`src/rtl/fsm_pkg.sv`:
```
// Constants shared by the serial feeder and the "111" detector.
// Holds the FSM state encodings, the default word width and the bit-index width helper.
package fsm_pkg;

  // Feeder state encoding
  localparam logic [1:0] IDLE  = 2'b00;
  localparam logic [1:0] SHIFT = 2'b01;
  localparam logic [1:0] GAP   = 2'b10;

  // Detector state encoding: number of consecutive ones seen, saturating at three
  localparam logic [1:0] DET_S0 = 2'b00;
  localparam logic [1:0] DET_S1 = 2'b01;
  localparam logic [1:0] DET_S2 = 2'b10;
  localparam logic [1:0] DET_S3 = 2'b11;

  localparam int DEFAULT_WIDTH = 8;

  function automatic int BIT_IDX_W(input int w);
    return (w > 1) ? $clog2(w) : 1;
  endfunction

endpackage

```
`src/rtl/par2ser_feeder_piso.sv`:
```
// Parallel-in / serial-out shift register with selectable transmit order.
// A load takes priority over a shift, so a word can be reloaded on the last-bit edge.
module piso_shreg
  import fsm_pkg::*;
#(
  parameter int WIDTH     = DEFAULT_WIDTH,
  parameter bit MSB_FIRST = 1'b1
) (
  input  logic             clk,
  input  logic             rst,
  input  logic             load,
  input  logic             shift,
  input  logic [WIDTH-1:0] data_in,
  output logic             head
);

  logic [WIDTH-1:0] shreg_reg;
  logic [WIDTH-1:0] shreg_next;
  logic [WIDTH-1:0] shifted;

  generate
    if (MSB_FIRST) begin : g_msb_first
      assign shifted = {shreg_reg[WIDTH-2:0], 1'b0};
      assign head    = shreg_reg[WIDTH-1];
    end else begin : g_lsb_first
      assign shifted = {1'b0, shreg_reg[WIDTH-1:1]};
      assign head    = shreg_reg[0];
    end
  endgenerate

  always_comb begin
    shreg_next = shreg_reg;
    if (load) begin
      shreg_next = data_in;
    end else if (shift) begin
      shreg_next = shifted;
    end
  end

  always_ff @(posedge clk or negedge rst) begin
    if (!rst) begin
      shreg_reg <= '0;
    end else begin
      shreg_reg <= shreg_next;
    end
  end

endmodule

```
`src/rtl/par2ser_feeder.sv`:
```
// Accepts parallel words on a valid/ready handshake and streams them one bit per clock
// to the serial detector, with optional idle-zero gap cycles between words.
module par2ser_feeder
  import fsm_pkg::*;
#(
  parameter int WIDTH      = DEFAULT_WIDTH,
  parameter bit MSB_FIRST  = 1'b1,
  parameter int GAP_CYCLES = 0
) (
  input  logic                           clk,
  input  logic                           rst,
  input  logic [WIDTH-1:0]               data_in,
  input  logic                           data_valid,
  output logic                           data_ready,
  output logic                           ser_out,
  output logic                           ser_valid,
  output logic                           word_done,
  output logic [BIT_IDX_W(WIDTH)-1:0]    bit_idx,
  output logic                           busy
);

  localparam int             BW       = BIT_IDX_W(WIDTH);
  localparam logic [BW-1:0]  BIT_LAST = BW'(WIDTH - 1);
  localparam bit             HAS_GAP  = (GAP_CYCLES > 0);
  localparam logic [7:0]     GAP_LAST = HAS_GAP ? 8'(GAP_CYCLES - 1) : 8'd0;

  logic [1:0]    state_reg;
  logic [1:0]    state_next;
  logic [BW-1:0] bit_cnt_reg;
  logic [BW-1:0] bit_cnt_next;
  logic [7:0]    gap_cnt_reg;
  logic [7:0]    gap_cnt_next;
  logic          head;
  logic          accept;
  logic          shift;
  logic          bit_last;
  logic          gap_last;

  assign bit_last = (bit_cnt_reg == BIT_LAST);
  assign gap_last = (gap_cnt_reg == GAP_LAST);
  assign accept   = data_valid & data_ready;
  assign shift    = (state_reg == SHIFT) & ~accept;

  piso_shreg #(
    .WIDTH     (WIDTH),
    .MSB_FIRST (MSB_FIRST)
  ) u_piso (
    .clk     (clk),
    .rst     (rst),
    .load    (accept),
    .shift   (shift),
    .data_in (data_in),
    .head    (head)
  );

  always_ff @(posedge clk or negedge rst) begin
    if (!rst) begin
      state_reg   <= IDLE;
      bit_cnt_reg <= '0;
      gap_cnt_reg <= '0;
    end else begin
      state_reg   <= state_next;
      bit_cnt_reg <= bit_cnt_next;
      gap_cnt_reg <= gap_cnt_next;
    end
  end

  // Counters default to zero so every state exit clears them.
  always_comb begin
    state_next   = state_reg;
    bit_cnt_next = '0;
    gap_cnt_next = '0;
    case (state_reg)
      IDLE: begin
        if (accept) begin
          state_next = SHIFT;
        end
      end
      SHIFT: begin
        if (bit_last) begin
          if (HAS_GAP) begin
            state_next = GAP;
          end else if (accept) begin
            state_next = SHIFT;
          end else begin
            state_next = IDLE;
          end
        end else begin
          bit_cnt_next = bit_cnt_reg + 1'b1;
        end
      end
      GAP: begin
        if (gap_last) begin
          state_next = IDLE;
        end else begin
          gap_cnt_next = gap_cnt_reg + 8'd1;
        end
      end
      default: begin
        state_next = IDLE;
      end
    endcase
  end

  // Serial outputs decode from state and registers only; data_ready is held low during reset.
  always_comb begin
    data_ready = 1'b0;
    ser_out    = 1'b0;
    ser_valid  = 1'b0;
    word_done  = 1'b0;
    bit_idx    = '0;
    busy       = (state_reg != IDLE);
    case (state_reg)
      IDLE: begin
        data_ready = rst;
      end
      SHIFT: begin
        ser_valid  = 1'b1;
        ser_out    = head;
        bit_idx    = bit_cnt_reg;
        word_done  = bit_last;
        data_ready = rst & bit_last & ~HAS_GAP;
      end
      default: begin
        data_ready = 1'b0;
      end
    endcase
  end

endmodule

```
`config.mk`:
```
export PLATFORM = sky130hd
export DESIGN_NAME = par2ser_feeder
export DESIGN_NICKNAME = d
export VERILOG_FILES = /design/src/rtl/fsm_pkg.sv /design/src/rtl/par2ser_feeder_piso.sv /design/src/rtl/par2ser_feeder.sv
export SDC_FILE = /design/constraint.sdc
export NUM_CORES = 1
export LEC_CHECK = 0
export BUFFER_PORTS_ARGS = -buffer_cell sky130_fd_sc_hd__buf_2
export CAP_MARGIN = 5
export CORE_AREA = 2 2 39 41
export CTS_CLUSTER_DIAMETER = 40
export DETAILED_ROUTE_END_ITERATION = 8
export DIE_AREA = 0 0 41 43
export GPL_TIMING_DRIVEN = 0
export HOLD_SLACK_MARGIN = 0.05
export PLACE_DENSITY = 0.71
export SLEW_MARGIN = 20
export SYNTH_ARGS = -nofsm -noshare
export SYNTH_HDL_FRONTEND = slang
export SYNTH_HIERARCHICAL = 1
export SYNTH_SLANG_ARGS = --single-unit
export TNS_END_PERCENT = 1
```
`constraint.sdc`:
```
create_clock -name clk -period 3.7 [get_ports clk]
set_clock_uncertainty 0.1 [all_clocks]
set_input_delay 0.185 -clock clk [delete_from_list [all_inputs] [get_ports clk]]
set_output_delay 0.185 -clock clk [all_outputs]
set_load 0.01 [all_outputs]
```
# [After elaboration in Yosys (flattened, before gate mapping)]
# Cells that the tools add are included.
[totals] register_bits=21 in_bits=11 output_inout_bits=8 wordCells=37
[op_classes] n_addsub=2 n_eq_ne=6 muxes=16 n_bitwise=4 reduce_logical=5
[ops] cell="8-bit 2-to-1 mux" count=4
[ops] cell="3-bit 2-to-1 mux" count=3
[ops] cell="8-bit by 1-bit adder with 8-bit output, second input constant" count=1
[ops] cell="8-bit zero test" count=1
[ops] cell="2-bit 2-to-1 mux" count=3
[ops] cell="2-bit != test, second input constant" count=3
[ops] cell="2-bit case mux with 3 select lines" count=1
[ops] cell="1-bit 2-to-1 mux" count=4
[ops] cell="2-bit nonzero test" count=2
[ops] cell="3-bit by 1-bit adder with 3-bit output, second input constant" count=1
[ops] cell="1-bit AND" count=3
[ops] cell="3-bit == test, second input constant" count=1
[ops] cell="3-bit AND reduction" count=1
[ops] cell="2-bit by 1-bit == test with 1-bit output, second input constant" count=1
[ops] cell="2-bit == test, second input constant" count=1
[ops] cell="2-bit zero test" count=1
[ops] cell="1-bit case mux with 2 select lines" count=1
[ops] cell="1-bit NOT" count=1

# [Depth between registers and ports, before layout]
# Gate-level depths: netlist of run 1.
[logic_depth] depth_word=8 depth_mapped=7 ltp_nobuf=6

# [By module]
# The synthesis of run 1 kept the hierarchy.
[by_module_without_submodules] mod="piso_shreg" instances=1 cells_each=34 area_each_um2=369.1
[by_module_without_submodules] mod="par2ser_feeder" instances=1 cells_each=22 area_each_um2=219.0

# [Least setup slack after synthesis of run 1]
# Ideal clock, no wire load.
[synth_timing] path_type="reg-to-reg" from="register bit_cnt_reg[0]" to="register u_piso.shreg_reg[6]" setup_time_ns=0.135 arrival_time_ns=1.363 required_ns=3.465 slack_ns=2.101 stages_incl_launch_ff=8 path_buffers=1 synth_period_minus_slack_ns=1.599 path_cell_list="dfrtp_1 -> ha_1 -> ha_1 -> nand2b_2 -> nor2b_1 -> buf_6 -> nand2_1 -> o21ai_1"
[synth_between] elab_chain_cells=7 elab_cells_between_ends=8 classes_between="1 x eq/ne; 2 x mux; 4 x bitwise; 1 x reduce/logical"
[synth_lines] element="start, declared" line_no="par2ser_feeder.sv:29" rtl="logic [BW-1:0] bit_cnt_reg;"
[synth_lines] element="start signal, assigned" line_no="par2ser_feeder.sv:63" rtl="bit_cnt_reg <= bit_cnt_next;"
[synth_lines] element="3-bit == test (*)" line_no="par2ser_feeder.sv:39" rtl="assign bit_last = (bit_cnt_reg == BIT_LAST);"
[synth_lines] element="1-bit AND (*)" line_no="par2ser_feeder.sv:122" rtl="data_ready = rst & bit_last & ~HAS_GAP;"
[synth_lines] element="1-bit case mux with 2 select lines (*)" line_no="par2ser_feeder.sv:113" rtl="case (state_reg)"
[synth_lines] element="1-bit AND (*)" line_no="par2ser_feeder.sv:41" rtl="assign accept = data_valid & data_ready;"
[synth_lines] element="net accept" line_no="par2ser_feeder.sv:34" rtl="logic accept;"
[synth_lines] element="1-bit NOT" line_no="par2ser_feeder.sv:42" rtl="assign shift = (state_reg == SHIFT) & ~accept;"
[synth_lines] element="1-bit AND" line_no="par2ser_feeder.sv:42"
[synth_lines] element="2-bit nonzero test (no source line)"
[synth_lines] element="end signal, assigned" line_no="par2ser_feeder_piso.sv:44" rtl="shreg_reg <= shreg_next;"
[synth_lines] element="end, declared" line_no="par2ser_feeder_piso.sv:17" rtl="logic [WIDTH-1:0] shreg_reg;"
# The timed path passes the listed nets; every way through them passes the cells marked *.
# A chain may end at the register's enable or synchronous reset.

# [Worst setup path in the final report of run 1]
[layout_timing] from="register bit_cnt_reg[0]" to="output data_ready"
[layout_between] elab_chain_cells=3
[layout_lines] element="3-bit == test" line_no="par2ser_feeder.sv:39"
[layout_lines] element="1-bit AND" line_no="par2ser_feeder.sv:122"
[layout_lines] element="1-bit case mux with 2 select lines" line_no="par2ser_feeder.sv:113"
[layout_lines] element="end, declared" line_no="par2ser_feeder.sv:14" rtl="output logic data_ready,"
# Every way passes these cells.

==> impl_metrics.yaml, run 1 <==
grt:
  grt_pass1_vias: 441
  grt_max_degree: 16
  grt_pass1_wl_um: 1880
  antenna_found_initial: 0
  grt_usage_pct: 16.3
  grt_overflow_total: 0
pwr:
  totalPowerFinal_uw: 585
  p_leak_uw: 0.000442
  vdd_drop_max_uv: 380
  power-per-cell-area_nw_per_um2: 710
floorplanning:
  fp.dieW_um: 41
  die-area_um2: 1760
  core_um2: 1380
  ios: 19
  start_util_pct: 42.5
  die_h_um: 43
  num_rows: 14
placed_design:
  numPlacedInstances: 90
  portBuffers: 18
  dp_hpwl_um: 730
  gp_congestion: 0.739
  dp_slack_ps: 1920
clock_network:
  clockBufferDepth: 2
  cts_tree: "yes"
  cts.clk_slew.worst_paths_ps: 70
  clock-sinks: 12
  cts_inserted_buffers: 3
  clockRootBuffer: "clkbuf_4"
  cts-resized-gates: 0
  clk_latency_ps: 270
  cts.htree.levels: 1
sta:
  tightestPinTransition_ps: 483
  finalHoldViolations: 0
  setup_viol: 0
  rsz0062_at_grt: "false"
  min_period_ps: 1860
  fin_tns_setup_ps: 0
  post-route-period-util_pct: 50.2
  slew_headroom_pct: 67.7
  final_max_slew_viol_count: 0
  max_freq_mhz: 538
  fin_ws_ps: 1840
setup_path:
  startpoint_type: "flip-flop"
  critPathKind: "flip-flop to primary output"
  worstPathRequired_ps: 3410
  path_buf_inv: 1
  worstPathMaxFanout: 4
  arrival_ps: 1570
  crit_path_max_incr_delay_ps: 400
  cpMostUsedCell: "ha_1"
  slowest_stage: "dfrtp_1"
  crit_chain: "ha_1 -> ha_1 -> nand2b_2 -> and2_1 -> buf_2"
  critPathTopFamily: "adder cells"
  end_kind: "primary output"
route:
  drt-wirelength-per-cell_um: 10.8
  drt_first_pass_iters: 4
  ant_nets: 0
  first_iter_violations: 4
  post_drt_via_cell_ratio: 4.58
  wl_um: 1110
  drc: 0
  vias: 472
synth:
  syn_nets: 69
  synth_seq_area_share_pct: 51.1
  yosys_warnings: 6
  synth_area_um2: 588
  synth_cell_type_count: 15
  avgSynthCellArea_um2: 10.5
  ys_ff_latch: 12
  synth_cells: 56
finish:
  stdcell_count: 103
  layout_commonest_cell: "buf_2"
  multi_input_area_um2: 254
  regArea_um2: 300
  syn_to_final_growth_pct: 40.2
  diodes: 0
  largest_reg_flops: 8
  nFillCells: 128
  drive_above_1_share_pct: 29.9
  layout_common_cells: "buf_2, dfrtp_1, nand2_1, dlygate4sd3_1, and2_1"
  layout.nets: 101
flow_run:
  max_cap_viol_count: 0
run_status:
  outcome: "complete, no violations"
hold_path:
  hold_class: "input pin to flip-flop"
[worst min-delay path, cell delays in order]
cell and delay [ps]:
buf_2 90, nand2_1 60, nand2_1 60
[logic make-up (layout without fill, tap and decap cells)]
family	after synthesis	after routing	synth area share [%]
compound gates	9	9	7.87
flops	12	12	51.1
fa+ha+maj	2	2	4.25
buf+inv	4	35	5.74
mux	7	7	11.9
simple gates	22	22	19.2
[final timing paths]
| check | startpoint | endpoint | slack [ps] | cells past startpoint |
|---|---|---|---|---|
| min reg2reg | bit_cnt_reg[0] | bit_cnt_reg[0] | 360 | 1 |
| min in group asynchronous | rst | bit_cnt_reg[2] | 220 | 2 |
| max | bit_cnt_reg[0] | data_ready | 1840 | 5 |
| max in group asynchronous | rst | state_reg[0] | 3050 | 2 |
| max reg2reg | bit_cnt_reg[0] | u_piso/shreg_reg[3] | 1930 | 7 |
| min | data_valid | state_reg[0] | 60 | 3 |
[cell usage after synthesis]
library cell,instances,share of area [%]
nor2b_1,1,1.1
nand2_1,10,6.4
a31oi_1,1,1.1
nand2b_2,1,1.5
inv_1,1,0.64
ha_1,2,4.3
buf_6,2,3.8
o21ai_0,1,0.85
nand2b_1,1,1.1
and2_1,8,8.5
mux2i_1,7,12
dfrtp_1,12,51
nor2_1,1,0.64
o21ai_1,7,6.0
buf_4,1,1.3
[power by group]
group	switching (uW)	internal, uW	leakage, uW	total [uW]
combinational	122	140	0.000267	262
sequential	34.8	184	0.000154	219
clock	44.5	59.8	0.0000210	104
[through the flow]
stage	hold slack, ps	util, %	area (um^2)
detailed placement	-6.68	50.5	698
CTS	51.5	59.6	825
global route	64.5	59.6	825
global placement	-11.7	50.5	698
floorplan	-211	-	588
finish	57.3	59.6	825
[metal layers]
| layer | global-route usage [%] | part of all wire, % | up-vias |
|---|---|---|---|
| met5 | 0 | 0 | - |
| met4 | 8.00 | 1.2 | 0 |
| met3 | 4.71 | 3.4 | 2 |
| met2 | 23.8 | 50 | 7 |
| li1 | - | - | 247 |
| met1 | 21.4 | 46 | 216 |
[repair_timing]
item                                    4_1_cts  5_1_grt
buffers inserted                              0        0
hold buffers                                  9        0
endpoints found under the setup margin        0        0
endpoints found under the hold margin        20        0
[final cells by class]
cell class                      count  share of cell area [%]
Inverter                            1                   0.455
Buffer                              3                    3.64
Sequential cell                    12                    36.4
Multi-Input combinational cell     40                    30.8
Tap cell                           16                    2.43
Clock buffer                        4                    4.40
Timing Repair Buffer               27                    21.9
Note: power is estimated with default switching activity, not from simulation.
==> inputs of run 2 (changes only) <==
Settings changed: ABC_AREA set to 1, CORE_AREA 2 2 39 41 to unset, CORE_MARGIN set to 2, CORE_UTILIZATION set to 43, DIE_AREA 0 0 41 43 to unset.
Clock period 3.7 ns to 1.5 ns, I/O delays scaled along.
==> impl_metrics.yaml, run 2 <==
sta:
  min_period_ps: 1560
  tightestPinTransition_ps: 574
  slew_headroom_pct: 61.6
  final_max_slew_viol_count: 0
  fin_ws_ps: -56.1
  max_freq_mhz: 643
  rsz0062_at_grt: "true"
  post-route-period-util_pct: 104
  setup_viol: 9
  whs_ps: 382
  finalHoldViolations: 0
setup_path:
  startpoint_type: "flip-flop"
  worstPathMaxFanout: 10
  slowest_stage: "dfrtp_1"
  end_kind: "flip-flop"
  crit_chain: "ha_2 -> ha_4 -> nor2_4 -> nor3_4 -> buf_12 -> nor2_8 -> nand2_1 -> nand3_2"
  arrival_ps: 1670
  critPathKind: "flip-flop to flip-flop"
  critPathTopFamily: "simple AND/OR/NAND/NOR gates"
  ff2ff_setup_slack_ps: -60
  worstPathRequired_ps: 1610
  crit_path_max_incr_delay_ps: 390
  rr_startpoint: "bit_cnt_reg[0]"
  path_buf_inv: 1
  reg2reg_depth: 8
  r2r_end: "u_piso/shreg_reg[3]"
finish:
  layout.nets: 124
  largest_reg_flops: 8
  layout_common_cells: "nand2_1, buf_2, dfrtp_1, nand3_1, dlygate4sd3_1"
  diodes: 0
  nFillCells: 95
  layout_commonest_cell: "nand2_1"
  drive_above_1_share_pct: 36.4
  multi_input_area_um2: 282
  regArea_um2: 300
  syn_to_final_growth_pct: 51.0
placed_design:
  dp_hpwl_um: 846
  gp_congestion: 0.749
  portBuffers: 18
  dp_slack_ps: -103
route:
  first_iter_violations: 16
  vias: 577
  drt_first_pass_iters: 4
  wl_um: 1340
  post_drt_via_cell_ratio: 4.62
  ant_nets: 0
  drt-wirelength-per-cell_um: 10.7
  drc: 0
run_status:
  violations: "negative setup slack"
  outcome: "finished, violations left"
synth:
  yosysMostFrequentCell: "nand2_1"
  yosys_warnings: 6
  synth.area.top_cells: "dfrtp_1, nand2_1, nand3_1"
  synth_area_um2: 628
  async_reset_ff_share_pct: 100
  avgSynthCellArea_um2: 8.37
  ys_ff_latch: 12
  synth_edf_count: 0
  synth_flop_cell: "dfrtp_1"
  syn_nets: 88
  synth_area_leader_cell: "dfrtp_1"
  synth_cells: 75
  synth_seq_area_share_pct: 47.8
  synthTopCellsByCount: "nand2_1, nand3_1, dfrtp_1"
  synth_cell_type_count: 16
  yosys.area.top_type_share_pct: 47.8
hold_path:
  min_from: "u_piso/shreg_reg[0]"
  hold_class: "flip-flop to flip-flop"
  whs_path_depth: 2
  hold_end: "u_piso/shreg_reg[0]"
grt:
  antenna_found_initial: 0
  grt_overflow_total: 0
  grt_usage_pct: 16.5
  grt_pass1_wl_um: 2170
  grt_max_degree: 13
  grt_pass1_vias: 505
floorplanning:
  num_rows: 13
  fp.dieW_um: 42.2
  core_um2: 1330
  start_util_pct: 47.1
  die_h_um: 42.2
  ios: 19
  die-area_um2: 1780
pwr:
  seqPwrFrac_pct: 31.6
  p_sw_share_pct: 40.0
  switchingPower_uw: 689
  pwr-share-clk_pct: 15.0
  power-per-cell-area_nw_per_um2: 1820
  combPwrFrac_pct: 53.3
  vdd_drop_max_uv: 1090
  intPower_uw: 1030
  p_leak_uw: 0.000535
flow_run:
  max_cap_viol_count: 0
clock_network:
  clockBufferDepth: 2
  cts_inserted_buffers: 3
  cts.clk_slew.worst_paths_ps: 80
  cts.htree.levels: 1
  clk_latency_ps: 270
  clock-sinks: 12
  clockRootBuffer: "clkbuf_4"
  cts_tree: "yes"
[run 2: cell type report]
cell class / instances / share of cell area, %
plain buffers: 3 / 2.77
clock buffers: 4 / 3.83
inverters: 12 / 5.28
multi-input cells: 47 / 29.7
flip-flops and latches: 12 / 31.7
well taps: 15 / 1.98
repair buffers: 32 / 24.8
[run 2: repair_timing]
item,4_1_cts,5_1_grt
buffers inserted,1,2
setup endpoints to repair,10,9
pin swaps,3,6
gates resized for setup,3,4
hold buffers,11,0
hold endpoints to repair,21,0
[run 2: worst max-delay path by stage]
stage / start / endpoint / slack, ps / cells past startpoint
6_report: bit_cnt_reg[0] / u_piso/shreg_reg[3] / -60 / 8
5_1_grt: bit_cnt_reg[0] / u_piso/shreg_reg[3] / -140 / 8
4_1_cts: bit_cnt_reg[1] / u_piso/shreg_reg[6] / -40 / 7
3_5_place_dp: bit_cnt_reg[0] / u_piso/shreg_reg[6] / -100 / 8
3_3_place_gp: bit_cnt_reg[0] / u_piso/shreg_reg[6] / -80 / 8
2_1_floorplan: bit_cnt_reg[0] / u_piso/shreg_reg[6] / 7 / 8
[run 2: stage by stage]
step	total power [uW]	cell area, um^2	instances	TNS (ps)	util (%)
after global placement	1300	744	108	-629	55.8
after floorplan	1110	636	75	0	-
after detailed placement	1320	744	108	-766	55.8
after global routing	1860	948	125	-1080	71.1
final	1720	948	125	-379	71.1
after CTS	1670	913	124	-274	68.5
[run 2: cell families after synthesis]
group,share of synthesized area (%)
buffers and inverters,13.5
flip-flops,47.8
AO/OA/AOI/OAI,1.79
AND/OR/NAND/NOR,32.9
adder cells (fa/ha/maj),3.98
[run 2: power groups by stage]
| stage | clock network, uW | logic [uW] | registers (uW) |
|---|---|---|---|
| final | 259 | 918 | 544 |
| after global routing | 282 | 1010 | 559 |
| after CTS | 272 | 859 | 542 |
| after detailed placement | 0 | 778 | 546 |
| after global placement | 0 | 757 | 541 |
| after floorplan | 0 | 569 | 539 |
[run 2: worst register-to-register path, cell delays in order, from the launching register on]
cell     delay [ps]
dfrtp_1         390
ha_2            200
ha_4            170
nor2_4          130
nor3_4           70
buf_12          150
nor2_8          160
nand2_1          80
nand3_2          60
[run 2: metal layers]
layer	global-route usage, %	routed length, um	vias up
li1	-	-	303
met1	21.5	636	256
met2	25.8	639	16
met3	2.59	58	2
met4	9.38	5	0
met5	0	0	-
==> inputs of run 3 (changes only) <==
Settings changed: PLACE_DENSITY 0.71 to 0.75.
==> impl_metrics.yaml, run 3 (synthesis results as in run 2) <==
flow_run:
  max_cap_viol_count: 0
placed_design:
  gp_congestion: 0.729
  portBuffers: 18
  post_dp_cell_area_um2: 744
  dp_hpwl_um: 826
floorplanning:
  num_rows: 13
  die-area_um2: 1780
  core_um2: 1330
  fp.dieW_um: 42.2
  ios: 19
  die_h_um: 42.2
  start_util_pct: 47.1
setup_path:
  worstPathMaxFanout: 10
  r2r_end: "u_piso/shreg_reg[4]"
  startpoint: "bit_cnt_reg[1]"
  arrival_ps: 1620
  cp-endpoint: "u_piso/shreg_reg[4]"
  rr_startpoint: "bit_cnt_reg[1]"
  startpoint_type: "flip-flop"
  ff2ff_setup_slack_ps: -10
  reg2reg_depth: 8
  worstPathRequired_ps: 1610
  end_kind: "flip-flop"
  critPathKind: "flip-flop to flip-flop"
finish:
  layout_common_cells: "nand2_1, buf_2, nand3_1, dfrtp_1, dlygate4sd3_1"
  drive_above_1_share_pct: 35.5
  fin_util_pct: 69.6
  largest_reg_flops: 8
  layout_commonest_cell: "nand2_1"
  nFillCells: 103
  design_area_um2: 928
  syn_to_final_growth_pct: 47.8
  layout.nets: 124
  diodes: 0
grt:
  grt_pass1_vias: 556
  grt_overflow_total: 0
  antenna_found_initial: 0
  grt_usage_pct: 16.7
  grt_max_degree: 13
  grt_pass1_wl_um: 2290
sta:
  max_freq_mhz: 662
  finalHoldViolations: 0
  slew_headroom_pct: 63.2
  setup_viol: 5
  rsz0062_at_grt: "true"
  post-route-period-util_pct: 101
  final_max_slew_viol_count: 0
  tightestPinTransition_ps: 550
  fin_ws_ps: -10.2
  min_period_ps: 1510
clock_network:
  clock-sinks: 12
  cts.htree.levels: 1
  clockRootBuffer: "clkbuf_4"
  cts_tree: "yes"
  cts_inserted_buffers: 3
  cts.clk_slew.worst_paths_ps: 80
  clockBufferDepth: 2
  clk_latency_ps: 270
route:
  wl_um: 1330
  first_iter_violations: 9
  drc: 0
  drt_first_pass_iters: 4
  post_drt_via_cell_ratio: 4.75
  vias: 594
  ant_nets: 0
  drt-wirelength-per-cell_um: 10.6
pwr:
  vdd_drop_max_uv: 1120
  intPower_uw: 1020
  seqPwrFrac_pct: 32.1
  p_leak_uw: 0.000522
  switchingPower_uw: 667
  power-per-cell-area_nw_per_um2: 1820
  pwr-share-clk_pct: 15.5
  p_sw_share_pct: 39.4
  combPwrFrac_pct: 52.4
hold_path:
  hold_class: "flip-flop to flip-flop"
run_status:
  violations: "negative setup slack"
  outcome: "finished, violations left"
run 3: cell types whose count changed in the layout (fill, tap and decap cells not counted):
cell	change
nand3_2	-1
nor3_2	+1
nor3_4	-1
nand3_1	+1
buf_6	+1
buf_12	-1
run 3: routing by layer:
metal,GRT usage (%),part of all wire [%],up-vias
li1,-,-,309
met1,23.0,45,267
met2,25.8,50,14
met3,2.59,4.4,4
met4,7.50,1.3,0
met5,0,0,-
run 3: final cells by class:
| type | instances | area, um^2 | share of cell area [%] |
|---|---|---|---|
| Multi-Input combinational cell | 47 | 270 | 29.1 |
| Clock buffer | 4 | 36.3 | 3.91 |
| Inverter | 12 | 50.0 | 5.39 |
| Tap cell | 15 | 18.8 | 2.02 |
| Sequential cell | 12 | 300 | 32.3 |
| Buffer | 4 | 37.5 | 4.04 |
| Timing Repair Buffer | 31 | 215 | 23.2 |
run 3: through the flow:
| stage | setup TNS, ps | instances | power [uW] | hold slack (ps) | setup WS, ps |
|---|---|---|---|---|---|
| 2_1_floorplan | 0 | 75 | 1110 | -321 | 6.82 |
| 5_1_grt | -803 | 125 | 1830 | 404 | -111 |
| 4_1_cts | -196 | 125 | 1700 | 380 | -32.9 |
| 3_5_place_dp | -700 | 108 | 1320 | -116 | -115 |
| 6_report | -33.4 | 125 | 1690 | 384 | -10.2 |
| 3_3_place_gp | -595 | 108 | 1290 | -120 | -79.6 |
run 3: power by group through the flow:
| stage | registers [uW] | clock network, uW | logic [uW] |
|---|---|---|---|
| after floorplan | 539 | 0 | 569 |
| after global placement | 541 | 0 | 751 |
| after detailed placement | 546 | 0 | 770 |
| after CTS | 543 | 260 | 894 |
| after global routing | 559 | 273 | 1000 |
| final | 543 | 262 | 887 |
run 3: worst min-delay path by stage:
stage / start / endpoint / slack [ps] / cells past startpoint
finish: u_piso/shreg_reg[0] / u_piso/shreg_reg[0] / 380 / 2
global route: u_piso/shreg_reg[5] / u_piso/shreg_reg[5] / 400 / 2
CTS: u_piso/shreg_reg[0] / u_piso/shreg_reg[0] / 380 / 2
detailed placement: rst / bit_cnt_reg[0] / -120 / 1
global placement: rst / bit_cnt_reg[0] / -120 / 1
floorplan: rst / bit_cnt_reg[0] / -320 / 0
run 3: what timing repair did:
action	CTS	global route
hold buffers	11	0
gates cloned	0	0
setup buffers	2	0
hold endpoints to repair	21	0
endpoints found under the setup margin	10	9
resized for setup	5	0
pin swaps	5	5
run 3: critical path: stages (launching register included):
cell	delay, ps
dfrtp_1	390
ha_2	200
ha_4	170
nor2_4	110
nor3_2	50
buf_6	150
nor2_8	140
nand2_1	70
nand3_1	70
